--- config.mk ---
export PLATFORM = sky130hd
export DESIGN_NAME = io_char_buffer_flat
export DESIGN_NICKNAME = d
export VERILOG_FILES = /design/src/rtl/io_char_buffer_if.sv /design/src/rtl/io_char_buffer.sv /design/src/flat_wrapper.sv
export SDC_FILE = /design/constraint.sdc
export NUM_CORES = 1
export LEC_CHECK = 0
export CAP_MARGIN = 20
export CORE_UTILIZATION = 45
export DETAILED_ROUTE_END_ITERATION = 12
export PLACE_DENSITY_LB_ADDON = 0.15
export SETUP_SLACK_MARGIN = 0.3
export SYNTH_ARGS = -nofsm -noshare
export SYNTH_HDL_FRONTEND = slang
export SYNTH_SLANG_ARGS = --single-unit
--- constraint.sdc ---
create_clock -name CLOCK -period 5.15 [get_ports CLOCK]
set_clock_uncertainty 0.1 [all_clocks]
set_input_delay 0.515 -clock CLOCK [delete_from_list [all_inputs] [get_ports CLOCK]]
set_output_delay 0.515 -clock CLOCK [all_outputs]
set_load 0.1 [all_outputs]
--- src/rtl/io_char_buffer_if.sv ---
// Word- and character-side handshake bundle of the I/O character buffer.
// The buffer connects through the slave modport and the driving side through the master modport.
interface io_char_buffer_if #(
    parameter int CHAR_W  = 5,
    parameter int DIGIT_W = 4,
    parameter int DIGITS  = 7,
    parameter int DEPTH   = 4
);
    logic                          mode;
    logic [CHAR_W-1:0]             in_char;
    logic                          in_valid;
    logic                          in_ready;
    logic [DIGITS*DIGIT_W-1:0]     word_out;
    logic                          word_sign;
    logic                          word_ovf;
    logic                          word_valid;
    logic                          word_ready;
    logic [DIGITS*DIGIT_W-1:0]     word_in;
    logic                          word_in_sign;
    logic                          word_load;
    logic                          word_load_ready;
    logic [CHAR_W-1:0]             out_char;
    logic                          out_valid;
    logic                          out_ready;
    logic [$clog2(DEPTH+1)-1:0]    fifo_count;
    logic                          stop_seen;
    logic                          busy;

    modport slave (
        input  mode, in_char, in_valid, word_ready, word_in, word_in_sign, word_load, out_ready,
        output in_ready, word_out, word_sign, word_ovf, word_valid, word_load_ready,
               out_char, out_valid, fifo_count, stop_seen, busy
    );

    modport master (
        output mode, in_char, in_valid, word_ready, word_in, word_in_sign, word_load, out_ready,
        input  in_ready, word_out, word_sign, word_ovf, word_valid, word_load_ready,
               out_char, out_valid, fifo_count, stop_seen, busy
    );
endinterface

--- src/rtl/io_char_buffer.sv ---
// Character FIFO shared by a digit assembler (input mode) and a word disassembler (output mode),
// successor to the G-15 OA/OB I/O character registers.
module io_char_buffer #(
    parameter int CHAR_W    = 5,
    parameter int DIGIT_W   = 4,
    parameter int DIGITS    = 7,
    parameter int DEPTH     = 4,
    parameter int TERM_CODE = 2
) (
    input  logic              CLOCK,
    input  logic              rst,
    input  logic              abort,
    io_char_buffer_if.slave   bus
);
    localparam int CODE_W = CHAR_W - 1;
    localparam int ACC_W  = DIGITS * DIGIT_W;
    localparam int CW     = $clog2(DEPTH + 1);
    localparam int PW     = $clog2(DEPTH);
    localparam int DCW    = $clog2(DIGITS + 1);

    localparam logic [2:0] ST_IDLE     = 3'd0;
    localparam logic [2:0] ST_IN_HOLD  = 3'd1;
    localparam logic [2:0] ST_OUT_SIGN = 3'd2;
    localparam logic [2:0] ST_OUT_DIG  = 3'd3;
    localparam logic [2:0] ST_OUT_TERM = 3'd4;

    localparam logic [CODE_W-1:0] C_SIGN = CODE_W'(1);
    localparam logic [CODE_W-1:0] C_CR   = CODE_W'(2);
    localparam logic [CODE_W-1:0] C_TAB  = CODE_W'(3);
    localparam logic [CODE_W-1:0] C_STOP = CODE_W'(4);
    localparam logic [CODE_W-1:0] C_TERM = CODE_W'(TERM_CODE);

    localparam logic [CW-1:0]  FULL_CNT  = CW'(DEPTH);
    localparam logic [DCW-1:0] DIG_MAX   = DCW'(DIGITS);
    localparam logic [DCW-1:0] DIG_LAST  = DCW'(DIGITS - 1);

    // Pointer increment that wraps at DEPTH, including non-power-of-two depths.
    function automatic logic [PW-1:0] ptr_inc(input logic [PW-1:0] p);
        return (p == PW'(DEPTH - 1)) ? {PW{1'b0}} : p + PW'(1);
    endfunction

    logic [CHAR_W-1:0] mem_q [DEPTH];
    logic [PW-1:0]     wr_ptr_q, wr_ptr_d, rd_ptr_q, rd_ptr_d;
    logic [CW-1:0]     count_q, count_d;
    logic [2:0]        state_q, state_d;
    logic              mode_q, mode_d;
    logic [ACC_W-1:0]  acc_q, acc_d, oword_q, oword_d;
    logic [DCW-1:0]    dcount_q, dcount_d, odig_q, odig_d;
    logic              sign_q, sign_d, ovf_q, ovf_d, wvalid_q, wvalid_d, stop_q, stop_d;

    logic              push_s, pop_s, full_s, in_ready_s, out_valid_s;
    logic [CHAR_W-1:0] push_data_s, head_s;

    assign head_s      = mem_q[rd_ptr_q];
    assign full_s      = (count_q == FULL_CNT);
    assign in_ready_s  = ~mode_q & ~full_s;
    assign out_valid_s = mode_q & (count_q != {CW{1'b0}});

    // Next-state logic: assembler, disassembler, FIFO bookkeeping and the mode interlock.
    always_comb begin
        wr_ptr_d    = wr_ptr_q;
        rd_ptr_d    = rd_ptr_q;
        count_d     = count_q;
        state_d     = state_q;
        mode_d      = mode_q;
        acc_d       = acc_q;
        oword_d     = oword_q;
        dcount_d    = dcount_q;
        odig_d      = odig_q;
        sign_d      = sign_q;
        ovf_d       = ovf_q;
        wvalid_d    = wvalid_q;
        stop_d      = 1'b0;
        push_s      = 1'b0;
        pop_s       = 1'b0;
        push_data_s = {CHAR_W{1'b0}};

        if (!mode_q) begin
            push_s      = bus.in_valid & in_ready_s;
            push_data_s = bus.in_char;
            if (state_q == ST_IN_HOLD) begin
                if (bus.word_ready) begin
                    acc_d    = {ACC_W{1'b0}};
                    dcount_d = {DCW{1'b0}};
                    sign_d   = 1'b0;
                    ovf_d    = 1'b0;
                    wvalid_d = 1'b0;
                    state_d  = ST_IDLE;
                end else begin
                    state_d  = ST_IN_HOLD;
                end
            end else if (state_q == ST_IDLE && count_q != {CW{1'b0}}) begin
                pop_s = 1'b1;
                if (head_s[CHAR_W-1]) begin
                    acc_d = (acc_q << DIGIT_W) | ACC_W'(head_s[DIGIT_W-1:0]);
                    if (dcount_q == DIG_MAX) begin
                        ovf_d = 1'b1;
                    end else begin
                        dcount_d = dcount_q + DCW'(1);
                    end
                end else begin
                    case (head_s[CODE_W-1:0])
                        C_SIGN: sign_d = 1'b1;
                        C_CR, C_TAB: begin
                            wvalid_d = 1'b1;
                            state_d  = ST_IN_HOLD;
                        end
                        C_STOP: begin
                            stop_d = 1'b1;
                            // A bare STOP between fields only signals; it does not close a blank word.
                            if (dcount_q != {DCW{1'b0}} || sign_q) begin
                                wvalid_d = 1'b1;
                                state_d  = ST_IN_HOLD;
                            end else begin
                                state_d  = ST_IDLE;
                            end
                        end
                        default: state_d = ST_IDLE;
                    endcase
                end
            end else begin
                state_d = state_q;
            end
        end else begin
            pop_s = out_valid_s & bus.out_ready;
            case (state_q)
                ST_IDLE: begin
                    if (bus.word_load) begin
                        oword_d = bus.word_in;
                        odig_d  = {DCW{1'b0}};
                        state_d = bus.word_in_sign ? ST_OUT_SIGN : ST_OUT_DIG;
                    end else begin
                        state_d = ST_IDLE;
                    end
                end
                ST_OUT_SIGN: begin
                    if (!full_s) begin
                        push_s      = 1'b1;
                        push_data_s = {1'b0, C_SIGN};
                        state_d     = ST_OUT_DIG;
                    end else begin
                        state_d     = ST_OUT_SIGN;
                    end
                end
                ST_OUT_DIG: begin
                    if (!full_s) begin
                        push_s      = 1'b1;
                        push_data_s = {1'b1, CODE_W'(oword_q[ACC_W-1 -: DIGIT_W])};
                        oword_d     = oword_q << DIGIT_W;
                        if (odig_q == DIG_LAST) begin
                            odig_d  = {DCW{1'b0}};
                            state_d = ST_OUT_TERM;
                        end else begin
                            odig_d  = odig_q + DCW'(1);
                        end
                    end else begin
                        state_d = ST_OUT_DIG;
                    end
                end
                ST_OUT_TERM: begin
                    if (!full_s) begin
                        push_s      = 1'b1;
                        push_data_s = {1'b0, C_TERM};
                        state_d     = ST_IDLE;
                    end else begin
                        state_d     = ST_OUT_TERM;
                    end
                end
                default: state_d = ST_IDLE;
            endcase
        end

        if (push_s) begin
            wr_ptr_d = ptr_inc(wr_ptr_q);
        end else begin
            wr_ptr_d = wr_ptr_q;
        end
        if (pop_s) begin
            rd_ptr_d = ptr_inc(rd_ptr_q);
        end else begin
            rd_ptr_d = rd_ptr_q;
        end
        case ({push_s, pop_s})
            2'b10:   count_d = count_q + CW'(1);
            2'b01:   count_d = count_q - CW'(1);
            default: count_d = count_q;
        endcase

        // Direction may only flip when nothing is buffered, in flight or being started this cycle.
        if (state_q == ST_IDLE && state_d == ST_IDLE && count_q == {CW{1'b0}} &&
            dcount_q == {DCW{1'b0}} && !sign_q && !push_s) begin
            mode_d = bus.mode;
        end else begin
            mode_d = mode_q;
        end
    end

    // Control and datapath registers; abort clears everything exactly like reset.
    always_ff @(posedge CLOCK or negedge rst) begin
        if (!rst) begin
            wr_ptr_q <= {PW{1'b0}};  rd_ptr_q <= {PW{1'b0}};  count_q <= {CW{1'b0}};
            state_q  <= ST_IDLE;     mode_q   <= 1'b0;
            acc_q    <= {ACC_W{1'b0}}; oword_q <= {ACC_W{1'b0}};
            dcount_q <= {DCW{1'b0}}; odig_q   <= {DCW{1'b0}};
            sign_q   <= 1'b0; ovf_q <= 1'b0; wvalid_q <= 1'b0; stop_q <= 1'b0;
        end else if (abort) begin
            wr_ptr_q <= {PW{1'b0}};  rd_ptr_q <= {PW{1'b0}};  count_q <= {CW{1'b0}};
            state_q  <= ST_IDLE;     mode_q   <= 1'b0;
            acc_q    <= {ACC_W{1'b0}}; oword_q <= {ACC_W{1'b0}};
            dcount_q <= {DCW{1'b0}}; odig_q   <= {DCW{1'b0}};
            sign_q   <= 1'b0; ovf_q <= 1'b0; wvalid_q <= 1'b0; stop_q <= 1'b0;
        end else begin
            wr_ptr_q <= wr_ptr_d;  rd_ptr_q <= rd_ptr_d;  count_q <= count_d;
            state_q  <= state_d;   mode_q   <= mode_d;
            acc_q    <= acc_d;     oword_q  <= oword_d;
            dcount_q <= dcount_d;  odig_q   <= odig_d;
            sign_q   <= sign_d; ovf_q <= ovf_d; wvalid_q <= wvalid_d; stop_q <= stop_d;
        end
    end

    // FIFO storage.
    always_ff @(posedge CLOCK or negedge rst) begin
        if (!rst) begin
            for (int i = 0; i < DEPTH; i++) mem_q[i] <= {CHAR_W{1'b0}};
        end else if (push_s && !abort) begin
            mem_q[wr_ptr_q] <= push_data_s;
        end
    end

    assign bus.in_ready        = in_ready_s;
    assign bus.out_valid       = out_valid_s;
    assign bus.out_char        = out_valid_s ? head_s : {CHAR_W{1'b0}};
    assign bus.fifo_count      = count_q;
    assign bus.word_out        = acc_q;
    assign bus.word_sign       = sign_q;
    assign bus.word_ovf        = ovf_q;
    assign bus.word_valid      = wvalid_q;
    assign bus.word_load_ready = mode_q & (state_q == ST_IDLE);
    assign bus.stop_seen       = stop_q;
    assign bus.busy            = (state_q != ST_IDLE) | (count_q != {CW{1'b0}}) | (dcount_q != {DCW{1'b0}});
endmodule

--- src/flat_wrapper.sv ---
// flat-port wrapper written by rule: the top's interface ports become plain ports
module io_char_buffer_flat 
#(
    parameter int CHAR_W    = 5,
    parameter int DIGIT_W   = 4,
    parameter int DIGITS    = 7,
    parameter int DEPTH     = 4,
    parameter int TERM_CODE = 2
)
  (CLOCK, rst, abort, bus_mode, bus_in_char, bus_in_valid, bus_word_ready, bus_word_in, bus_word_in_sign, bus_word_load, bus_out_ready, bus_in_ready, bus_word_out, bus_word_sign, bus_word_ovf, bus_word_valid, bus_word_load_ready, bus_out_char, bus_out_valid, bus_fifo_count, bus_stop_seen, bus_busy);
  io_char_buffer_if #(.CHAR_W(CHAR_W), .DIGIT_W(DIGIT_W), .DIGITS(DIGITS), .DEPTH(DEPTH)) bus_i ();
  input  logic CLOCK;
  input  logic rst;
  input  logic abort;
  input wire logic [$bits(bus_i.mode)-1:0] bus_mode;
  input wire logic [$bits(bus_i.in_char)-1:0] bus_in_char;
  input wire logic [$bits(bus_i.in_valid)-1:0] bus_in_valid;
  input wire logic [$bits(bus_i.word_ready)-1:0] bus_word_ready;
  input wire logic [$bits(bus_i.word_in)-1:0] bus_word_in;
  input wire logic [$bits(bus_i.word_in_sign)-1:0] bus_word_in_sign;
  input wire logic [$bits(bus_i.word_load)-1:0] bus_word_load;
  input wire logic [$bits(bus_i.out_ready)-1:0] bus_out_ready;
  output wire logic [$bits(bus_i.in_ready)-1:0] bus_in_ready;
  output wire logic [$bits(bus_i.word_out)-1:0] bus_word_out;
  output wire logic [$bits(bus_i.word_sign)-1:0] bus_word_sign;
  output wire logic [$bits(bus_i.word_ovf)-1:0] bus_word_ovf;
  output wire logic [$bits(bus_i.word_valid)-1:0] bus_word_valid;
  output wire logic [$bits(bus_i.word_load_ready)-1:0] bus_word_load_ready;
  output wire logic [$bits(bus_i.out_char)-1:0] bus_out_char;
  output wire logic [$bits(bus_i.out_valid)-1:0] bus_out_valid;
  output wire logic [$bits(bus_i.fifo_count)-1:0] bus_fifo_count;
  output wire logic [$bits(bus_i.stop_seen)-1:0] bus_stop_seen;
  output wire logic [$bits(bus_i.busy)-1:0] bus_busy;
  assign bus_i.mode = bus_mode;
  assign bus_i.in_char = bus_in_char;
  assign bus_i.in_valid = bus_in_valid;
  assign bus_i.word_ready = bus_word_ready;
  assign bus_i.word_in = bus_word_in;
  assign bus_i.word_in_sign = bus_word_in_sign;
  assign bus_i.word_load = bus_word_load;
  assign bus_i.out_ready = bus_out_ready;
  assign bus_in_ready = bus_i.in_ready;
  assign bus_word_out = bus_i.word_out;
  assign bus_word_sign = bus_i.word_sign;
  assign bus_word_ovf = bus_i.word_ovf;
  assign bus_word_valid = bus_i.word_valid;
  assign bus_word_load_ready = bus_i.word_load_ready;
  assign bus_out_char = bus_i.out_char;
  assign bus_out_valid = bus_i.out_valid;
  assign bus_fifo_count = bus_i.fifo_count;
  assign bus_stop_seen = bus_i.stop_seen;
  assign bus_busy = bus_i.busy;
  io_char_buffer #(.CHAR_W(CHAR_W), .DIGIT_W(DIGIT_W), .DIGITS(DIGITS), .DEPTH(DEPTH), .TERM_CODE(TERM_CODE)) u_core (.CLOCK(CLOCK), .rst(rst), .abort(abort), .bus(bus_i));
endmodule
## Yosys cells after proc, flatten, opt, wreduce, memory -nomap -nowiden

Cells that the tools add are included.

- Div/mod/pow operators: 0
- Muxes and demuxes: 93
- Eq/ne operators: 22
- Reductions and logical operators: 38
- Shifts and indexed selects: 0
- $lt $le $gt $ge: 3
- Multiply operators: 0
- $add $sub $neg: 6
- Bitwise operators: 12

Operators with widths:

| kind | count |
|---|---|
| $mux 28 | 10 |
| $mux 3 | 22 |
| $pmux 28 s2 | 1 |
| $mux 1 | 38 |
| $mux 5 | 6 |
| $or 28x4->28 | 1 |
| $reduce_bool 3->1 | 9 |
| $bwmux 20 | 1 |
| $pmux 5 s3 | 1 |
| $reduce_and 5->1 | 3 |
| $mux 2 | 7 |
| $eq 3x3->1 const B | 4 |
| $logic_not 3->1 | 4 |
| $ne 3x3->1 const B | 4 |
| $pmux 3 s2 | 2 |
| $pmux 3 s4 | 1 |
| $bmux 5 s2 | 1 |
| $demux 5 s2 | 1 |
| $add 3x1->3 const B | 3 |
| $pmux 3 s3 | 1 |
| $eq 4x2->1 const B | 2 |
| $logic_and 1x1->1 | 8 |
| $reduce_and 4->1 | 2 |
| $reduce_bool 2->1 | 4 |
| 24 further kinds | 38 |

- Output and inout port bits: 44
- Memories kept: 0
- Register bits after elaboration: 97
- ROM bits: 0
- Word-level logic and storage cells: 191
- Bits in latches: 0
- Bits of input ports: 42
- Bits in writable memories: 0

## Longest topological paths before layout

Gate-level depths: netlist of run 1.

- Depth in word-level cells: 19
- Depth in mapped cells: 10
- Depth with buffers taken out: 8

## Least setup slack after synthesis of run 1

Ideal clock, no wire load.

- Path type: flip-flop to output port
- Start: register u_core.count_q[1], in the netlist u_core.bus.fifo_count[1]
- End: output port bus_out_char[0]
- Stages on the path, launching flop included: 4
- Slack: 0.873 ns
- Required time: 4.535 ns
- Path buffers: 0
- Data arrival time: 3.662 ns
- Cell sequence: dfrtp_1 -> nor3_1 -> nor2_1 -> and2_1

- Cells in the longest elaborated chain, start to end: 3

Ends and longest elaborated chain:

| item | RTL line | text |
|---|---|---|
| from (decl) | io_char_buffer.sv:44 | `logic [CW-1:0] count_q, count_d;` |
| from (signal assigned) | io_char_buffer.sv:201 | `wr_ptr_q <= {PW{1'b0}}; rd_ptr_q <= {PW{1'b0}}; count_q <= {CW{1'b0}};` |
| from (signal assigned) | io_char_buffer.sv:207 | `wr_ptr_q <= {PW{1'b0}}; rd_ptr_q <= {PW{1'b0}}; count_q <= {CW{1'b0}};` |
| from (signal assigned) | io_char_buffer.sv:213 | `wr_ptr_q <= wr_ptr_d; rd_ptr_q <= rd_ptr_d; count_q <= count_d;` |
| $reduce_bool 3->1 | io_char_buffer.sv:57 | `assign out_valid_s = mode_q & (count_q != {CW{1'b0}});` |
| $and 1x1->1 | io_char_buffer.sv:57 |  |
| net bus_out_valid | flat_wrapper.sv:30 | `output wire logic [$bits(bus_i.out_valid)-1:0] bus_out_valid;` |
| $mux 5 | io_char_buffer.sv:232 | `assign bus.out_char = out_valid_s ? head_s : {CHAR_W{1'b0}};` |
| to (decl) | flat_wrapper.sv:29 | `output wire logic [$bits(bus_i.out_char)-1:0] bus_out_char;` |

The timed path passes the listed nets, and every way through them passes these cells.

## Worst setup path after layout of run 1

- Start: register u_core.mode_q
- End: output port bus_out_char[2]

- Cells in the longest elaborated chain, start to end: 2

Ends and longest elaborated chain:

| item | RTL line | text |
|---|---|---|
| from (decl) | io_char_buffer.sv:46 | `logic mode_q, mode_d;` |
| from (signal assigned) | io_char_buffer.sv:214 | `state_q <= state_d; mode_q <= mode_d;` |
| $and 1x1->1 | io_char_buffer.sv:57 |  |
| $mux 5 | io_char_buffer.sv:232 |  |

No other way between the ends.

==> results of run 1 <==
[metal layers]
metal	GRT usage	vias to the layer above
li1	-	1739
met1	0.298	1804
met2	0.319	70
met3	0.0485	8
met4	0.0449	0
met5	0	-
[worst reg2reg max path, cell delays in order (launching register included)]
cell,delay (ps)
sky130_fd_sc_hd__dfrtp_1,540
sky130_fd_sc_hd__or3_1,530
sky130_fd_sc_hd__nor4_1,340
sky130_fd_sc_hd__and2_1,860
sky130_fd_sc_hd__nor2b_1,320
sky130_fd_sc_hd__mux2_2,190
[kinds of logic after synthesis]
group           count (synthesis)
buf+inv                        35
compound gates                107
fa+ha+maj                       8
xor+xnor                        3
flops                          97
mux                            18
simple gates                  169
[per-stage QoR]
| step | std cells | hold slack (ps) | worst slack [ps] | util |
|---|---|---|---|---|
| 2_1_floorplan | 437 | 119 | 873 | - |
| 4_1_cts | 648 | 9.17 | 1410 | 0.582 |
| 5_1_grt | 649 | 8.60 | 1260 | 0.584 |
| 6_report | 649 | -12.2 | 1420 | 0.584 |
| 3_3_place_gp | 633 | 355 | 1930 | 0.563 |
| 3_5_place_dp | 633 | 372 | 1850 | 0.563 |
[worst paths after layout]
kind,slack [ps],depth (start not counted),start,endpoint
hold reg to reg,390,2,u_core.mem_q[9],u_core.mem_q[9]
min in group CLOCK,390,2,u_core.mem_q[9],u_core.mem_q[9]
setup reg to reg,2230,5,u_core.state_q[1],u_core.dcount_q[0]
hold / removal,-10,1,rst,u_core.oword_q[5]
setup / recovery,1420,4,u_core.mode_q,bus_out_char[2]
max in group asynchronous,3840,2,rst,u_core.state_q[1]
[power by group]
group | total (uW) | internal (uW) | switching [uW]
clock network | 507 | 229 | 279
registers | 1060 | 908 | 150
logic | 1260 | 422 | 836
[cell type report]
cell class | instances | area (sq um)
fill | 870 | 4120
sequential | 97 | 2430
multi-input combinational | 305 | 2070
timing repair buffer | 90 | 898
tap | 133 | 166
clock buffer | 9 | 124
clock inverter | 6 | 73.8
inverter | 9 | 33.8
[flip-flops by register name (all words and copies together) (netlist names)]
signal,cells
u_core.bus.fifo_count,3
u_core.bus.stop_seen,1
u_core.bus.word_out,28
u_core.bus.word_ovf,1
u_core.bus.word_sign,1
u_core.bus.word_valid,1
u_core.dcount_q,3
u_core.mem_q,20
u_core.mode_q,1
u_core.odig_q,3
u_core.oword_q,28
u_core.rd_ptr_q,2
u_core.state_q,3
u_core.wr_ptr_q,2
[cell usage in the layout, fill, tap and decap left out, types with 3 or more instances in the layout]
| cell type | Yosys | final |
|---|---|---|
| sky130_fd_sc_hd__a21oi_1 | 8 | 8 |
| sky130_fd_sc_hd__a22o_1 | 34 | 34 |
| sky130_fd_sc_hd__a311oi_1 | 24 | 24 |
| sky130_fd_sc_hd__a31oi_1 | 6 | 6 |
| sky130_fd_sc_hd__and2_1 | 7 | 7 |
| sky130_fd_sc_hd__and3_1 | 3 | 3 |
| sky130_fd_sc_hd__buf_4 | 0 | 5 |
| sky130_fd_sc_hd__clkbuf_8 | 0 | 9 |
| sky130_fd_sc_hd__clkdlybuf4s50_1 | 0 | 84 |
| sky130_fd_sc_hd__dfrtp_1 | 97 | 97 |
| sky130_fd_sc_hd__ha_1 | 7 | 7 |
| sky130_fd_sc_hd__inv_1 | 8 | 8 |
| sky130_fd_sc_hd__mux2_1 | 8 | 8 |
| sky130_fd_sc_hd__mux2i_1 | 3 | 3 |
| sky130_fd_sc_hd__mux4_1 | 3 | 3 |
| sky130_fd_sc_hd__nand2_1 | 68 | 68 |
| sky130_fd_sc_hd__nand2b_1 | 4 | 4 |
| sky130_fd_sc_hd__nor2_1 | 51 | 50 |
| sky130_fd_sc_hd__nor2b_1 | 8 | 8 |
| sky130_fd_sc_hd__nor3_1 | 5 | 5 |
| sky130_fd_sc_hd__nor3b_1 | 3 | 3 |
| sky130_fd_sc_hd__o21ai_0 | 4 | 4 |
| sky130_fd_sc_hd__o21ai_1 | 10 | 10 |
==> flow_metrics.py, run 1 <==
metrics = {
    "detailed_routing": {
        "wirelength_met1_mm": 5.18,
        "drt_iter0_markers": 182,
        "detailroute.wirelength.met2_mm": 4.99,
        "post_drt_wl_per_cell_um": 16.3,
        "top_signal_layer_used": "met4",
        "route.vias.total": 3621,
        "wl_met3_um": 351,
        "detail_route.wirelength_mm": 10.6,
        "vias_per_std_cell": 5.58,
        "drc": 0,
        "ant_nets": 0,
        "drtPass1Iterations": 5,
    },
    "run": {
        "drv_cap": 0,
    },
    "sta": {
        "hold_violations": 10,
        "finalMaxSlewViolations": 0,
        "finalSetupTns_ps": 0,
        "relSlewSlack": 0.307,
        "max_slew.worst_pin.slew_ps": 1040,
        "layout_worst_path_cycle_share": 0.725,
        "maxClockFrequency_mhz": 268,
        "rsz0062_at_grt": "false",
        "whs_ps": -12.2,
        "timing.final.crit_period_ps": 3730,
        "final-setup-viol-count": 0,
    },
    "cells_and_area": {
        "syn_to_final_growth_pct": 24.5,
        "finish.instance_area_sq_mm": 0.00579,
        "layout.nets": 562,
        "final_layout_size_suffix_gt1_frac": 0.0698,
        "diodes": 0,
    },
    "clock_network": {
        "reg_clk_slew_reported_paths_ps": 100,
        "setup_fix_bufs_post_cts": 0,
        "cts_resized": 0,
        "tritoncts": "done",
        "clock_sinks": 97,
        "cts_root_buf": "sky130_fd_sc_hd__clkbuf_8",
        "cts-htree-levels": 3,
        "ctsHoldBuffers": 0,
        "worstSkewPairLatency_ps": 370,
        "cts.path.max_buffers": 2,
        "cts_made_buffers": 9,
    },
    "global_routing": {
        "first_global_vias": 3501,
        "grt_antenna_before_repair": 0,
        "global_route.overflow_total": 0,
        "grt_first_pass_wirelength_mm": 17.8,
        "grt.total_usage": 0.207,
        "grt_max_degree": 61,
    },
    "synth": {
        "synth_top_family_by_area": "compound AO/OA/AOI/OAI gates",
        "synth_ff_type": "sky130_fd_sc_hd__dfrtp_1",
        "synth_top_area_cell": "sky130_fd_sc_hd__dfrtp_1",
        "synth_commonest_cells": "sky130_fd_sc_hd__dfrtp_1 (97), sky130_fd_sc_hd__nand2_1 (68), sky130_fd_sc_hd__nor2_1 (51), sky130_fd_sc_hd__a22o_1 (34), sky130_fd_sc_hd__a311oi_1 (24)",
        "xor_xnor_fraction_of_synth_area": 0.00565,
        "post_synth_fa_ha_maj_area_fraction": 0.0231,
        "synth_largest_type_area_fraction": 0.522,
        "synth_compound_area_frac": 0.182,
        "synth-simple-area-share": 0.175,
        "synthesis.yosys.warnings": 0,
        "syn_nets": 487,
        "synth-edff-count": 0,
        "synth_most_common_cell": "sky130_fd_sc_hd__dfrtp_1",
        "mappedNetlistArea_sq_mm": 0.00465,
        "yosysSeqAreaShare": 0.522,
        "synth.top_cells.by_area": "sky130_fd_sc_hd__dfrtp_1 (52%), sky130_fd_sc_hd__a22o_1 (6.4%), sky130_fd_sc_hd__nand2_1 (5.5%), sky130_fd_sc_hd__a311oi_1 (4.5%), sky130_fd_sc_hd__nor2_1 (4.1%)",
        "yosys_register_bits": 97,
        "postSynth.asyncResetShare": 1.00,
        "post_synth_num_cell_types": 63,
        "syn-instance-count": 437,
        "synth.avg_cell_area_sq_um": 10.6,
        "synth_mux_area_frac": 0.0573,
    },
    "pwr": {
        "leakage_power_of_the_design_uw": 0.00251,
        "power.density_cell_area_mw_per_mm2": 488,
        "power.ir.vdd_worst_mv": 0.362,
        "finalPower_uw": 2820,
    },
    "placed_design": {
        "numPortBuffers": 85,
        "hpwl_mm": 7.39,
        "post_dp_cell_area_sq_mm": 0.00557,
        "place_congestion": 0.791,
    },
    "die": {
        "num_rows": 36,
        "initial_utilization": 0.469,
        "floorplan.die_area_sq_mm": 0.0107,
        "top_level_ports": 86,
        "core_sq_mm": 0.00991,
        "die_width_um": 104,
        "fp.dieH_um": 104,
    },
    "critical_path": {
        "worstSetupStartpointType": "flop",
        "endpoint_kind": "output pin",
        "critPathMaxFanout": 20,
        "crit_path_cell_trace": "inv_1 > nor2_1 > and2_1 > clkdlybuf4s50_1",
        "critical-path-top-delay-family": "buffers and inverters",
        "cp.buffers_inverters": 2,
        "crit_required_ps": 4530,
        "critPathMaxStageDelay_ps": 1130,
        "crit_arrival_ps": 3120,
        "timing.critical_path.slowest_stage_cell": "sky130_fd_sc_hd__clkdlybuf4s50_1",
        "timing.setup.critical_path_class": "flop to output pin",
    },
    "worst_hold_path": {
        "worst_hold_path_class": "primary input to async pin",
    },
    "run_status": {
        "run_status": "complete, but fails checks",
        "violations": "negative hold slack",
    },
}
Power figures use the tool's default switching activity.
==> inputs of run 2 (changes only) <==
==> constraint.sdc (replaced) <==
create_clock -name CLOCK -period 3.4 [get_ports CLOCK]
set_clock_uncertainty 0.1 [all_clocks]
set_input_delay 0.34 -clock CLOCK [delete_from_list [all_inputs] [get_ports CLOCK]]
set_output_delay 0.34 -clock CLOCK [all_outputs]
set_load 0.1 [all_outputs]
==> run 2 against run 1 <==
  * The flow now finishes without violations
  * Clock-buffer cell count unchanged
  * Total power up 49%
  * Largest cell class unchanged
  * Sequential power up 52%
  * Global-route usage up 0.65 points
  * Flip-flop and latch count unchanged
  * Setup slack worse by 620 ps
==> flow_metrics.py, run 2 (synthesis gave the netlist of run 1 again) <==
metrics = {
    "sta": {
        "relSlewSlack": 0.332,
        "finalMaxSlewViolations": 0,
        "final-setup-viol-count": 0,
        "finalSetupTns_ps": 0,
        "max_slew.worst_pin.slew_ps": 999,
        "layout_worst_path_cycle_share": 0.767,
        "timing.final.crit_period_ps": 2610,
        "hold_violations": 0,
        "maxClockFrequency_mhz": 384,
        "rsz0062_at_grt": "false",
    },
    "pwr": {
        "power.density_cell_area_mw_per_mm2": 719,
        "power.ir.vdd_worst_mv": 0.443,
        "leakage_power_of_the_design_uw": 0.00256,
    },
    "detailed_routing": {
        "vias_per_std_cell": 5.53,
        "post_drt_wl_per_cell_um": 16.2,
        "detail_route.wirelength_mm": 10.7,
        "drt_iter0_markers": 183,
        "drc": 0,
        "ant_nets": 0,
        "drtPass1Iterations": 4,
        "route.vias.total": 3631,
    },
    "critical_path": {
        "critical-path-top-delay-family": "flip-flops",
        "worstSetupStartpointType": "flop",
        "crit_arrival_ps": 2170,
        "critPathMaxStageDelay_ps": 810,
        "timing.setup.critical_path_class": "flop to output pin",
        "crit_required_ps": 2960,
        "cp.buffers_inverters": 2,
        "r2r_setup_slack_ps": 810,
        "crit_path_cell_trace": "inv_1 > nor2_4 > and2_1 > buf_4",
        "timing.critical_path.slowest_stage_cell": "sky130_fd_sc_hd__dfrtp_1",
        "endpoint_kind": "output pin",
        "critPathMaxFanout": 20,
    },
    "cells_and_area": {
        "layout_common_cells": "sky130_fd_sc_hd__dfrtp_1 (94), sky130_fd_sc_hd__clkdlybuf4s50_1 (73), sky130_fd_sc_hd__nand2_1 (68)",
        "mostFrequentLayoutCell": "sky130_fd_sc_hd__dfrtp_1",
        "syn_to_final_growth_pct": 25.5,
        "diodes": 0,
        "final_layout_size_suffix_gt1_frac": 0.115,
        "layout.nets": 569,
        "finish.instance_area_sq_mm": 0.00584,
    },
    "global_routing": {
        "global_route.overflow_total": 0,
        "first_global_vias": 3491,
        "grt_antenna_before_repair": 0,
        "grt_first_pass_wirelength_mm": 18.1,
        "grt_max_degree": 83,
        "grt.total_usage": 0.214,
    },
    "run_status": {
        "run_status": "complete, no violations",
    },
    "die": {
        "floorplan.die_area_sq_mm": 0.0107,
        "core_sq_mm": 0.00991,
        "die_width_um": 104,
        "fp.dieH_um": 104,
        "top_level_ports": 86,
        "num_rows": 36,
        "initial_utilization": 0.469,
    },
    "clock_network": {
        "cts_resized": 0,
        "clock_sinks": 97,
        "setup_fix_bufs_post_cts": 0,
        "cts-htree-levels": 3,
        "reg_clk_slew_reported_paths_ps": 100,
        "tritoncts": "done",
        "cts_made_buffers": 9,
        "ctsHoldBuffers": 0,
        "worstSkewPairLatency_ps": 370,
        "cts.path.max_buffers": 2,
        "cts_root_buf": "sky130_fd_sc_hd__clkbuf_8",
    },
    "placed_design": {
        "numPortBuffers": 85,
        "post_dp_cell_area_sq_mm": 0.00562,
        "place_congestion": 0.781,
        "hpwl_mm": 7.57,
    },
    "run": {
        "drv_cap": 0,
    },
    "worst_hold_path": {
        "worst_hold_path_class": "primary input to async pin",
    },
}
-- run 2: cell count changes in the layout (fill, tap and decap cells not counted), moves of 2 or more --
cell and delta:
sky130_fd_sc_hd__dfrtp_1 -3, sky130_fd_sc_hd__clkdlybuf4s50_1 -11, sky130_fd_sc_hd__clkinv_4 +2, sky130_fd_sc_hd__dfrtp_2 +3, sky130_fd_sc_hd__buf_4 +17, sky130_fd_sc_hd__clkinv_2 +2
-- run 2: worst paths after layout --
kind | startpoint | endpoint | cells after the start
max in group asynchronous | rst | u_core.mem_q[4] | 4
min | rst | u_core.odig_q[1] | 2
min in group CLOCK | u_core.mem_q[12] | u_core.mem_q[12] | 2
max | u_core.mode_q | bus_out_char[1] | 4
max reg2reg | u_core.state_q[1] | u_core.bus.fifo_count[2] | 8
min reg2reg | u_core.mem_q[12] | u_core.mem_q[12] | 2
-- run 2: area by class of cell --
class	count	area, sq um
well taps	133	166
flip-flops and latches	97	2430
repair buffers	97	933
clock buffers	9	124
inverters	9	33.8
fillers	856	4070
clock inverters	7	55.1
multi-input cells	305	2090
-- run 2: layer usage --
layer | up-vias | track usage | routed length [um]
met2 | 90 | 0.327 | 4950
li1 | 1756 | - | -
met4 | 0 | 0.0592 | 134
met5 | - | 0 | 0
met3 | 8 | 0.0447 | 462
met1 | 1777 | 0.308 | 5120
-- run 2: where the power goes --
group	internal (uW)	switching, uW
clock network	273	417
registers	1380	231
logic	642	1260
total	2290	1900
-- run 2: metrics by stage --
stage	total power [uW]	std cells	setup slack (ps)	utilization	hold slack (ps)
floorplan	3070	437	473	-	-55.6
global placement	3480	639	891	0.567	358
detailed placement	3520	639	817	0.567	368
CTS	4220	655	806	0.585	88.5
global route	4490	657	584	0.589	234
finish	4200	657	794	0.589	237
